## src/rtl/qspi_rshift.sv

```systemverilog
// QSPI quad-lane receive shifter: samples one nibble per clock, assembles a 4..40 bit word
// and presents it right-justified with a one-cycle valid strobe and a sticky interrupt.
//   state | meaning
//   IDLE  | waiting for start_i with busy_i; rejects illegal sizes via err_o
//   SHIFT | sampling one nibble of sdi_i per cycle while busy_i is high
//   DONE  | one-cycle completion: valid strobe, interrupt set, bit index cleared
module qspi_rshift (
    input  logic        clk_i,
    input  logic        rst_ni,
    input  logic        busy_i,
    input  logic        start_i,
    input  logic        lsb_i,
    input  logic        msb_i,
    input  logic [5:0]  rsize_i,
    input  logic [3:0]  sdi_i,
    input  logic        intr_clr_i,
    output logic [39:0] dout_o,
    output logic        dout_valid_o,
    output logic [5:0]  bit_index_o,
    output logic        busy_o,
    output logic        err_o,
    output logic        r_intr_o
);

    typedef enum logic [1:0] {IDLE, SHIFT, DONE} state_t;

    state_t      state_q, state_d;
    logic [39:0] sr_q, sr_d, dout_d;
    logic [5:0]  size_q, size_d, idx_d, eff_size;
    logic        lsb_q, lsb_d, err_d, intr_d;
    logic        size_ok, last_nib;

    always_comb begin
        eff_size = {rsize_i[5:2], 2'b00};
        size_ok  = (eff_size != 6'd0) && (eff_size <= 6'd40);
        last_nib = (bit_index_o == size_q - 6'd4);
        state_d  = state_q;
        sr_d     = sr_q;
        size_d   = size_q;
        lsb_d    = lsb_q;
        idx_d    = bit_index_o;
        dout_d   = dout_o;
        err_d    = 1'b0;
        case (state_q)
            IDLE: begin
                if (start_i && busy_i) begin
                    if (!size_ok) begin
                        err_d = 1'b1;
                    end else begin
                        size_d  = eff_size;
                        lsb_d   = lsb_i | ~msb_i;
                        sr_d    = '0;
                        idx_d   = 6'd0;
                        state_d = SHIFT;
                    end
                end
            end
            SHIFT: begin
                if (!busy_i) begin
                    state_d = IDLE;
                    idx_d   = 6'd0;
                    sr_d    = '0;
                end else begin
                    if (lsb_q) begin
                        for (int i = 0; i < 10; i++) begin
                            if (bit_index_o == 6'(4 * i)) sr_d[4*i +: 4] = sdi_i;
                        end
                    end else begin
                        sr_d = {sr_q[35:0], sdi_i};
                    end
                    idx_d = bit_index_o + 6'd4;
                    // Capture the word together with its final nibble so dout_o is
                    // already current while the valid strobe is high.
                    if (last_nib) begin
                        state_d = DONE;
                        for (int b = 0; b < 40; b++) begin
                            dout_d[b] = sr_d[b] & (b < int'(size_q));
                        end
                    end
                end
            end
            DONE: begin
                idx_d   = 6'd0;
                state_d = IDLE;
            end
            default: state_d = IDLE;
        endcase
        intr_d = (state_q == DONE) | (r_intr_o & ~intr_clr_i);
    end

    always_ff @(posedge clk_i or negedge rst_ni) begin
        if (!rst_ni) begin
            state_q     <= IDLE;
            sr_q        <= '0;
            size_q      <= '0;
            lsb_q       <= 1'b0;
            bit_index_o <= '0;
            dout_o      <= '0;
            err_o       <= 1'b0;
            r_intr_o    <= 1'b0;
        end else begin
            state_q     <= state_d;
            sr_q        <= sr_d;
            size_q      <= size_d;
            lsb_q       <= lsb_d;
            bit_index_o <= idx_d;
            dout_o      <= dout_d;
            err_o       <= err_d;
            r_intr_o    <= intr_d;
        end
    end

    assign dout_valid_o = (state_q == DONE);
    assign busy_o       = (state_q != IDLE);

endmodule

```

## config.mk

```make
export PLATFORM = sky130hd
export DESIGN_NAME = qspi_rshift
export DESIGN_NICKNAME = d
export VERILOG_FILES = /design/src/rtl/qspi_rshift.sv
export SDC_FILE = /design/constraint.sdc
export NUM_CORES = 1
export LEC_CHECK = 0
export ABC_AREA = 1
export BUFFER_PORTS_ARGS = -buffer_cell sky130_fd_sc_hd__buf_4
export CORE_AREA = 2 2 98 100
export DETAILED_ROUTE_END_ITERATION = 10
export DIE_AREA = 0 0 100 102
export PLACE_DENSITY_LB_ADDON = 0.25
export SYNTH_ARGS = -nofsm -noshare
export SYNTH_HDL_FRONTEND = slang
export SYNTH_SLANG_ARGS = --single-unit
export TNS_END_PERCENT = 10
```

## constraint.sdc

```tcl
create_clock -name clk_i -period 2 [get_ports clk_i]
set_input_delay 0.1 -clock clk_i [delete_from_list [all_inputs] [get_ports clk_i]]
set_output_delay 0.1 -clock clk_i [all_outputs]
set_load 0.005 [all_outputs]
```

==> flow_metrics.env, run 1 <==
export IMPL_status="finished, final reports clean"
export IMPL_ctsRootBufferMaster="clkbuf_8"
export IMPL_core_area_mm2=0.009109
export IMPL_peakVddDrop_mv=0.6037
export IMPL_cp_required_ns=2.31
export IMPL_fmax_ghz=0.5494
export IMPL_dieArea_mm2=0.01020
export IMPL_criticalPathCategory="register to register"
export IMPL_wl_per_cell_um=14.62
export IMPL_ys_warn_count=0
export IMPL_cpPeakStageDelay_ns=0.43
export IMPL_cp_end_kind="register"
export IMPL_finalNonFillerCells=898
export IMPL_min_path_cells=3
export IMPL_synth_edf_count=0
export IMPL_syn2layout_area_growth_pct=17.45
export IMPL_dp_cells=874
export IMPL_r2r_start="size_q[3]"
export IMPL_ys_ff_latch=93
export IMPL_power_frac_seq=0.389
export IMPL_numCtsBuffers=9
export IMPL_p_int_uw=4415
export IMPL_nets=808
export IMPL_holdPathEnd="bit_index_o[5]"
export IMPL_grt_pass1_wl_um=22100
export IMPL_drc=0
export IMPL_synthDistinctLibCells=26
export IMPL_switching_share=0.3792
export IMPL_worstMarginPinSlew_ns=0.7250
export IMPL_antenna_found_initial=0
export IMPL_cp_slowest_cell="dfrtp_1"
export IMPL_io_buffers=62
export IMPL_htreeDepth=3
export IMPL_place_gp_congestion=0.8942
export IMPL_post_cts_buffers=0
export IMPL_clock_power_share=0.222
export IMPL_maxSlewHeadroom=0.5167
export IMPL_die_x_um=100
export IMPL_reg2reg_depth=11
export IMPL_syn_area_per_cell_um2=7.151
export IMPL_num_antenna_cells=0
export IMPL_first_global_vias=4632
export IMPL_fin_crit_ns=1.820
export IMPL_hpwlAfterDp_um=8810
export IMPL_p_leak_uw=0.003327
export IMPL_p_comb_frac=0.388
export IMPL_cp_start_kind="register"
export IMPL_ys_flop_type="dfrtp_1"
export IMPL_cp_max_fo=24
export IMPL_async_reset_ff_frac=1.000
export IMPL_rsz0062_at_grt="no"
export IMPL_setup_viol=0
export IMPL_firstDrtPassIters=6
export IMPL_fin_skew_ns=0.01242
export IMPL_overflow=0
export IMPL_ant_nets=0
export IMPL_final_max_slew_viol_count=0
export IMPL_reg2reg_setup_slack_ns=0.18
export IMPL_hold_class="primary input to register"
export IMPL_yosysSeqAreaShare=0.4495
export IMPL_timing_final_ws_setup_ns=0.1799
export IMPL_cts_tree="yes"
export IMPL_maxCapViolations=0
export IMPL_start_util=0.5684
export IMPL_num_rows=35
export IMPL_clkTransAtPathRegs_ns=0.10
export IMPL_clock_sinks=93
export IMPL_clk_latency_ns=0.37
export IMPL_p_per_area_mw_per_mm2=1170
export IMPL_worstPathArrival_ns=2.13
export IMPL_tns_ns=0
export IMPL_hold_viol_final=0
export IMPL_r2r_end="dout_o[2]"
export IMPL_drt_iter0_markers=366
export IMPL_fin_crit_sh=0.9100
export IMPL_hold_start="busy_i"
export IMPL_die_height_um=102
export IMPL_synth_area_mm2=0.005177
export IMPL_io_pins=67
export IMPL_pre_cts_ws_ns=0.1807
export IMPL_layout_drive_gt1_share=0.1741
export IMPL_grt_max_degree=45
export IMPL_routed_via_density=5.434
export IMPL_crit_top_cell="nand2_1"
export IMPL_place_area_mm2=0.005742
export IMPL_grt_util_all_layers=0.2725
export IMPL_worstPathCellList="inv_1, ha_1, inv_1, nand2_1, nand2_1, nor2_2, nand3_2, nor2_4, buf_12, nand3_1, nand2_1"
export IMPL_synthCells=724
export IMPL_cts_max_path_buffers=2
export IMPL_wl_um=13130
export IMPL_p_switching_uw=2697
export IMPL_num_vias=4880
export IMPL_final_cell_area_mm2=0.006081
[critical path: cells and delay by family (launching register included)]
kind | cells | cell delay (ns)
and+or+nand+nor | 7 | 0.67
DFF | 1 | 0.43
buffers and inverters | 3 | 0.33
adders and majority gates | 1 | 0.31
[through the flow]
step / util / hold slack [ns] / total power, uW
finish: 0.6676 / 0.02349 / 7112
global route: 0.6676 / 0.02585 / 7635
CTS: 0.6669 / 0.01548 / 7118
detailed placement: 0.6304 / 0.09523 / 5497
global placement: 0.6304 / 0.09451 / 5418
floorplan: - / -0.1956 / 4484
[timing repair]
action / in CTS / in global routing
resized for setup: 0 / 2
endpoints found under the hold margin: 39 / 0
setup endpoints to repair: 0 / 5
hold buffers: 8 / 0
[flip-flops by register name (all words and copies together) (netlist names)]
signal / flops
sr_q: 40
bit_index_o: 4
dout_o: 40
state_q: 2
r_intr_o: 1
err_o: 1
lsb_q: 1
size_q: 4
[power groups by stage]
stage	logic, uW	registers (uW)	clock network [uW]
floorplan	1780	2700	0
global placement	2650	2770	0
detailed placement	2710	2790	0
CTS	2750	2760	1610
global route	3110	2830	1690
finish	2760	2770	1580
[layout make-up]
class | count | area [um^2]
clock buffers | 10 | 137.6
clock inverters | 6 | 115.1
fillers | 800 | 3028
inverters | 39 | 148.9
multi-input cells | 548 | 2456
flip-flops and latches | 93 | 2327
well taps | 111 | 138.9
repair buffers | 91 | 757.0
[cell usage after synthesis (3+ instances only)]
master	number	area (um^2)
buf_2	21	105.1
ha_1	9	112.6
buf_4	3	22.52
clkbuf_1	15	56.30
nand4_1	22	137.6
or2_2	19	118.9
nor2_1	75	281.5
buf_6	6	67.56
nand2_1	280	1051
dfrtp_1	93	2327
inv_2	9	33.78
nand3_1	99	495.5
o21ai_0	29	145.1
inv_1	29	108.9
[how the worst max path moves through the flow]
stage,startpoint,to,slack [ns],cells after the start
after floorplan,bit_index_o[2],dout_o[26],0.39,10
after global placement,size_q[3],dout_o[4],0.27,11
after detailed placement,size_q[3],dout_o[17],0.18,11
after CTS,size_q[3],dout_o[18],0.15,11
after global routing,size_q[3],dout_o[17],0.04,11
final,size_q[3],dout_o[2],0.18,11
[cells in the final DEF (no fill, tap or decap)]
cell type      instances
nand4_1               22
dfrtp_1               93
nor2_1                74
inv_6                  2
o21bai_1               1
a211oi_1               1
ha_1                   9
a21oi_1                1
nor2_2                 3
clkbuf_8              10
nand2_2                2
buf_6                  1
inv_4                  1
conb_1                 2
inv_1                 29
buf_4                 78
buf_12                 4
nand4_2                1
nand3_2                1
o22ai_1                1
nand3_1               99
dlygate4sd3_1          8
or2_2                 19
bufinv_16              3
o31ai_1                1
o21ai_0               29
clkinvlp_4             1
nor2_4                 2
inv_2                  9
nand2_1              280
[metal layers]
layer,track usage,share of wire,up-vias
met2,0.4532,0.48,146
met3,0.03557,0.048,23
met4,0.09800,0.020,0
met1,0.3702,0.45,2308
li1,-,-,2403
met5,0,0,-
[kinds of logic after synthesis]
family / Yosys count / share of synthesized area
AO/OA/AOI/OAI: 34 / 0.03456
adder cells (fa/ha/maj): 9 / 0.02175
buffers and inverters: 84 / 0.07733
flip-flops: 93 / 0.4495
other: 1 / 0.0007243
AND/OR/NAND/NOR: 503 / 0.4161
Power figures use the tool's default switching activity.
==> run 2, diff against run 1 <==
--- a/config.mk
+++ b/config.mk
@@ -7,9 +7,11 @@
 export LEC_CHECK = 0
 export ABC_AREA = 1
 export BUFFER_PORTS_ARGS = -buffer_cell sky130_fd_sc_hd__buf_4
-export CORE_AREA = 2 2 98 100
+export CELL_PAD_IN_SITES_DETAIL_PLACEMENT = 0
+export CELL_PAD_IN_SITES_GLOBAL_PLACEMENT = 2
+export CORE_AREA = 2 2 129 131
 export DETAILED_ROUTE_END_ITERATION = 10
-export DIE_AREA = 0 0 100 102
+export DIE_AREA = 0 0 131 133
 export PLACE_DENSITY_LB_ADDON = 0.25
 export SYNTH_ARGS = -nofsm -noshare
 export SYNTH_HDL_FRONTEND = slang
==> flow_metrics.env, run 2 (synthesis results as in run 1) <==
export IMPL_status="finished, final reports clean"
export IMPL_numCtsBuffers=9
export IMPL_hold_class="primary input to register"
export IMPL_clock_power_share=0.237
export IMPL_p_switching_uw=2724
export IMPL_hpwlAfterDp_um=10390
export IMPL_fin_crit_ns=1.807
export IMPL_firstDrtPassIters=4
export IMPL_rsz0062_at_grt="no"
export IMPL_clock_sinks=93
export IMPL_dieArea_mm2=0.01742
export IMPL_grt_max_degree=54
export IMPL_antenna_found_initial=0
export IMPL_reg_top3="dout_o: 40 flops, sr_q: 40 flops"
export IMPL_switching_share=0.3728
export IMPL_setup_viol=0
export IMPL_startpoint="size_q[3]"
export IMPL_cp_end_kind="register"
export IMPL_cp_required_ns=2.29
export IMPL_drt_iter0_markers=271
export IMPL_num_vias=4796
export IMPL_syn2layout_area_growth_pct=21.80
export IMPL_reg2reg_depth=11
export IMPL_clk_latency_ns=0.35
export IMPL_first_global_vias=4805
export IMPL_cts_resized=0
export IMPL_num_antenna_cells=0
export IMPL_p_comb_frac=0.389
export IMPL_p_int_uw=4583
export IMPL_fmax_ghz=0.5533
export IMPL_die_height_um=133
export IMPL_fin_skew_ns=0.005763
export IMPL_drc=0
export IMPL_final_common_cell="nand2_1"
export IMPL_min_path_cells=3
export IMPL_place_gp_congestion=0.7997
export IMPL_final_max_slew_viol_count=0
export IMPL_worstPathArrival_ns=2.09
export IMPL_overflow=0
export IMPL_cp_max_fo=24
export IMPL_io_pins=67
export IMPL_p_total_uw=7306
export IMPL_hold_viol_final=0
export IMPL_io_buffers=62
export IMPL_fillerInstances=1750
export IMPL_ctsRootBufferMaster="clkbuf_16"
export IMPL_peakVddDrop_mv=0.4572
export IMPL_power_frac_seq=0.374
export IMPL_maxCapViolations=0
export IMPL_wl_per_cell_um=14.58
export IMPL_criticalPathCategory="register to register"
export IMPL_post_cts_buffers=0
export IMPL_routed_via_density=4.744
export IMPL_cts_hold_buf=8
export IMPL_tns_ns=0
export IMPL_die_x_um=131
export IMPL_grt_util_all_layers=0.1797
export IMPL_grt_pass1_wl_um=24410
export IMPL_htreeDepth=3
export IMPL_reg2reg_setup_slack_ns=0.19
export IMPL_r2r_start="size_q[3]"
export IMPL_nets=813
export IMPL_hold_start="busy_i"
export IMPL_clkTransAtPathRegs_ns=0.06
export IMPL_cts_max_path_buffers=2
export IMPL_ant_nets=0
export IMPL_start_util=0.3202
export IMPL_p_per_area_mw_per_mm2=1159
export IMPL_num_rows=47
export IMPL_mostFrequentLayoutCells="nand2_1, nand3_1, dfrtp_1"
export IMPL_wl_um=14740
export IMPL_p_leak_uw=0.003380
export IMPL_fin_crit_sh=0.9037
export IMPL_layout_drive_gt1_share=0.1757
export IMPL_core_area_mm2=0.01617
export IMPL_cp_start_kind="register"
export IMPL_cts_tree="yes"
## run 2: final cells by class
type / instances / area (um^2) / area share
clock buffer: 15 / 297.8 / 0.04722
inverter: 39 / 148.9 / 0.02361
multi-input combinational: 548 / 2454 / 0.3891
sequential: 93 / 2327 / 0.3690
tap: 220 / 275.3 / 0.04365
timing repair buffer: 96 / 803.3 / 0.1274
## run 2: power by group through the flow
| stage | clock network, uW | logic, uW | registers (uW) |
|---|---|---|---|
| after detailed placement | 0 | 2880 | 2760 |
| final | 1730 | 2840 | 2730 |
| after CTS | 1800 | 2900 | 2740 |
| after global placement | 0 | 2850 | 2760 |
| after floorplan | 0 | 1780 | 2700 |
| after global routing | 1890 | 3240 | 2800 |
## run 2: path summary, 6_finish.rpt
check | to
setup / recovery | dout_o[28]
hold / removal | err_o
setup reg to reg | dout_o[28]
hold reg to reg | dout_o[31]
max in group asynchronous | dout_o[20]
min in group asynchronous | dout_o[3]
## run 2: metrics by stage
| step | instance area, um^2 | setup WS [ns] | utilization | cells | hold slack (ns) |
|---|---|---|---|---|---|
| finish | 6306 | 0.1926 | 0.3899 | 1011 | 0.01386 |
| global route | 6306 | 0.03898 | 0.3899 | 1011 | 0.02881 |
| CTS | 6306 | 0.1955 | 0.3899 | 1011 | 0.005238 |
| detailed placement | 5928 | 0.2182 | 0.3666 | 988 | -0.08949 |
| global placement | 5928 | 0.2374 | 0.3666 | 988 | -0.08661 |
| floorplan | 5181 | 0.3862 | - | 725 | -0.1956 |
## run 2: critical path, cell delays in order, from the launching register on
cell and delay [ns]:
dfrtp_1 0.41, inv_1 0.12, ha_1 0.31, inv_1 0.04
nand2_1 0.04, nand2_1 0.05, nor2_2 0.14, nand3_2 0.10
nor2_4 0.15, buf_12 0.18, nand3_1 0.09, nand2_1 0.09
## run 2: per-layer routing
metal	routed length, um	share of wire	track usage	vias up
li1	-	-	-	2422
met4	159	0.011	0.04846	0
met2	7191	0.49	0.2945	73
met1	6845	0.46	0.2399	2288
met3	539	0.037	0.03761	13
met5	0	0	0	-
==> run 3, diff against run 2 <==
--- a/config.mk
+++ b/config.mk
@@ -5,13 +5,13 @@
 export SDC_FILE = /design/constraint.sdc
 export NUM_CORES = 1
 export LEC_CHECK = 0
-export ABC_AREA = 1
+export ABC_AREA = 0
 export BUFFER_PORTS_ARGS = -buffer_cell sky130_fd_sc_hd__buf_4
 export CELL_PAD_IN_SITES_DETAIL_PLACEMENT = 0
 export CELL_PAD_IN_SITES_GLOBAL_PLACEMENT = 2
-export CORE_AREA = 2 2 129 131
+export CORE_AREA = 2 2 117 119
 export DETAILED_ROUTE_END_ITERATION = 10
-export DIE_AREA = 0 0 131 133
+export DIE_AREA = 0 0 119 121
 export PLACE_DENSITY_LB_ADDON = 0.25
 export SYNTH_ARGS = -nofsm -noshare
 export SYNTH_HDL_FRONTEND = slang
==> flow_metrics.env, run 3 <==
export IMPL_peakVddDrop_mv=0.3986
export IMPL_synthCells=434
export IMPL_mostFrequentLayoutCells="dfrtp_1, buf_4, o21ai_0"
export IMPL_p_total_uw=7141
export IMPL_layout_drive_gt1_share=0.2769
export IMPL_syn2layout_area_growth_pct=24.43
export IMPL_yosysMostFrequentCell="dfrtp_1"
export IMPL_cp_end_kind="register"
export IMPL_maxSlewHeadroom=0.6490
export IMPL_tns_ns=0
export IMPL_p_switching_uw=2392
export IMPL_cts_tree="yes"
export IMPL_cp_start_kind="register"
export IMPL_async_reset_ff_frac=1.000
export IMPL_maxCapViolations=0
export IMPL_wl_um=12890
export IMPL_syn_area_per_cell_um2=10.96
export IMPL_fin_skew_ns=0.007116
export IMPL_ys_warn_count=0
export IMPL_dp_cells=658
export IMPL_criticalPathCategory="register to register"
export IMPL_overflow=0
export IMPL_io_buffers=62
export IMPL_p_comb_frac=0.354
export IMPL_timing_hold_ws_ns=0.03457
export IMPL_hold_viol_final=0
export IMPL_rsz0062_at_grt="yes"
export IMPL_fmax_ghz=0.5241
export IMPL_antenna_found_initial=0
export IMPL_reg_top3="dout_o: 40 flops, sr_q: 40 flops"
export IMPL_die_height_um=121
export IMPL_cp_required_ns=2.23
export IMPL_clkTransAtPathRegs_ns=0.07
export IMPL_cts_max_path_buffers=2
export IMPL_firstDrtPassIters=4
export IMPL_p_leak_uw=0.003053
export IMPL_synth_top_cells_by_count="dfrtp_1, o21ai_0, a21o_1"
export IMPL_fin_crit_ns=1.908
export IMPL_status="finished, final reports clean"
export IMPL_yosys_area_top_type="dfrtp_1"
export IMPL_fin_crit_sh=0.9540
export IMPL_nets=523
export IMPL_num_antenna_cells=0
export IMPL_place_area_mm2=0.005513
export IMPL_synth_edf_count=0
export IMPL_final_cell_area_mm2=0.005921
export IMPL_ys_flop_type="dfrtp_1"
export IMPL_reg2reg_setup_slack_ns=0.09
export IMPL_synthDistinctLibCells=45
export IMPL_switching_share=0.3349
export IMPL_htreeDepth=3
export IMPL_drt_iter0_markers=204
export IMPL_routed_via_density=5.538
export IMPL_grt_max_degree=94
export IMPL_grt_util_all_layers=0.1879
export IMPL_synth_area_mm2=0.004758
export IMPL_drc=0
export IMPL_dieArea_mm2=0.01440
export IMPL_cp_slowest_cell="or3b_1"
export IMPL_worstPathCellList="inv_1, ha_1, or3b_1, buf_4, nand3_1, a21oi_1, mux2_2"
export IMPL_yosysSeqAreaShare=0.4891
export IMPL_p_per_area_mw_per_mm2=1206
export IMPL_clk_latency_ns=0.35
export IMPL_final_max_slew_viol_count=0
export IMPL_start_util=0.3636
export IMPL_numCtsBuffers=9
export IMPL_grt_pass1_wl_um=20620
export IMPL_worstPathArrival_ns=2.14
export IMPL_worstMarginPinSlew_ns=0.5265
export IMPL_wl_per_cell_um=19.01
export IMPL_io_pins=67
export IMPL_ctsRootBufferMaster="clkbuf_16"
export IMPL_p_int_uw=4749
export IMPL_final_common_cell="dfrtp_1"
export IMPL_cp_max_fo=5
export IMPL_hpwlAfterDp_um=8400
export IMPL_num_rows=42
export IMPL_setup_viol=0
export IMPL_cpPeakStageDelay_ns=0.43
export IMPL_core_area_mm2=0.01309
export IMPL_synthTopCellsByArea="dfrtp_1, mux2i_1, a32o_1"
export IMPL_clock_sinks=93
export IMPL_ys_ff_latch=93
export IMPL_clock_power_share=0.258
export IMPL_place_gp_congestion=0.8421
export IMPL_hold_class="primary input to register"
export IMPL_yosys_area_top_type_share=0.4891
export IMPL_power_frac_seq=0.388
export IMPL_ant_nets=0
export IMPL_finalNonFillerCells=678
export IMPL_die_x_um=119
export IMPL_first_global_vias=3679
export IMPL_num_vias=3755
==> run 3: layout make-up <==
| type | instances | area, um^2 |
|---|---|---|
| fill | 1244 | 7164 |
| sequential | 93 | 2328 |
| multi-input combinational | 292 | 2253 |
| timing repair buffer | 92 | 770.7 |
| clock buffer | 9 | 225.2 |
| tap | 176 | 220.2 |
| clock inverter | 7 | 88.84 |
| inverter | 9 | 33.78 |
==> run 3: power by group through the flow <==
stage / registers (uW) / logic [uW] / clock network, uW
6_report: 2770 / 2530 / 1840
5_1_grt: 2840 / 2780 / 1970
4_1_cts: 2770 / 2490 / 1900
3_5_place_dp: 2800 / 2470 / 0
3_3_place_gp: 2780 / 2450 / 0
2_1_floorplan: 2740 / 1410 / 0
==> run 3: through the flow <==
stage | util | setup WS, ns
after floorplan | - | 0.08609
after global placement | 0.4213 | 0.1019
after detailed placement | 0.4213 | 0.05601
after CTS | 0.4484 | 0.02236
after global routing | 0.4525 | -0.005575
final | 0.4525 | 0.09194
==> run 3: final timing paths <==
kind | startpoint | end | depth (start not counted)
worst max-delay path | bit_index_o[3] | dout_o[2] | 7
max in group asynchronous | rst_ni | lsb_q | 3
worst min register to register | sr_q[37] | sr_q[37] | 1
min in group asynchronous | rst_ni | bit_index_o[5] | 3
worst min-delay path | rsize_i[4] | size_q[4] | 2
worst max register to register | bit_index_o[3] | dout_o[2] | 7
==> run 3: timing repair <==
action                                  in CTS  in global routing
endpoints found under the setup margin       0                 40
buffers inserted                             0                  0
hold endpoints to repair                    96                  0
hold buffers                                 4                  0
resized for setup                            0                 15
==> run 3: cells by family (layout without fill, tap and decap cells) <==
logic type      Yosys count  after routing  synth area share
xor+xnor                  6              6           0.01104
buf+inv                  50            117           0.04786
simple gates             51             51           0.06232
fa+ha+maj                 9              9           0.02367
other cells               1              2         0.0007881
mux                      45             45           0.09677
compound gates          179            179            0.2685
flops                    93             93            0.4891
==> run 3: routing by layer <==
layer,vias up,share of wire,routed length [um],GRT usage
li1,1738,-,-,-
met1,1898,0.47,6032,0.2653
met2,102,0.47,6030,0.2870
met3,17,0.045,578,0.03148
met4,0,0.019,247,0.07664
met5,-,0,0,0
==> run 3: worst max-delay path: cells and delay by family (launching register included) <==
family	cells	cell delay (ns)
fa+ha+maj	1	0.24
compound gates	1	0.07
flops	1	0.41
simple gates	2	0.51
buf+inv	2	0.29
mux	1	0.26
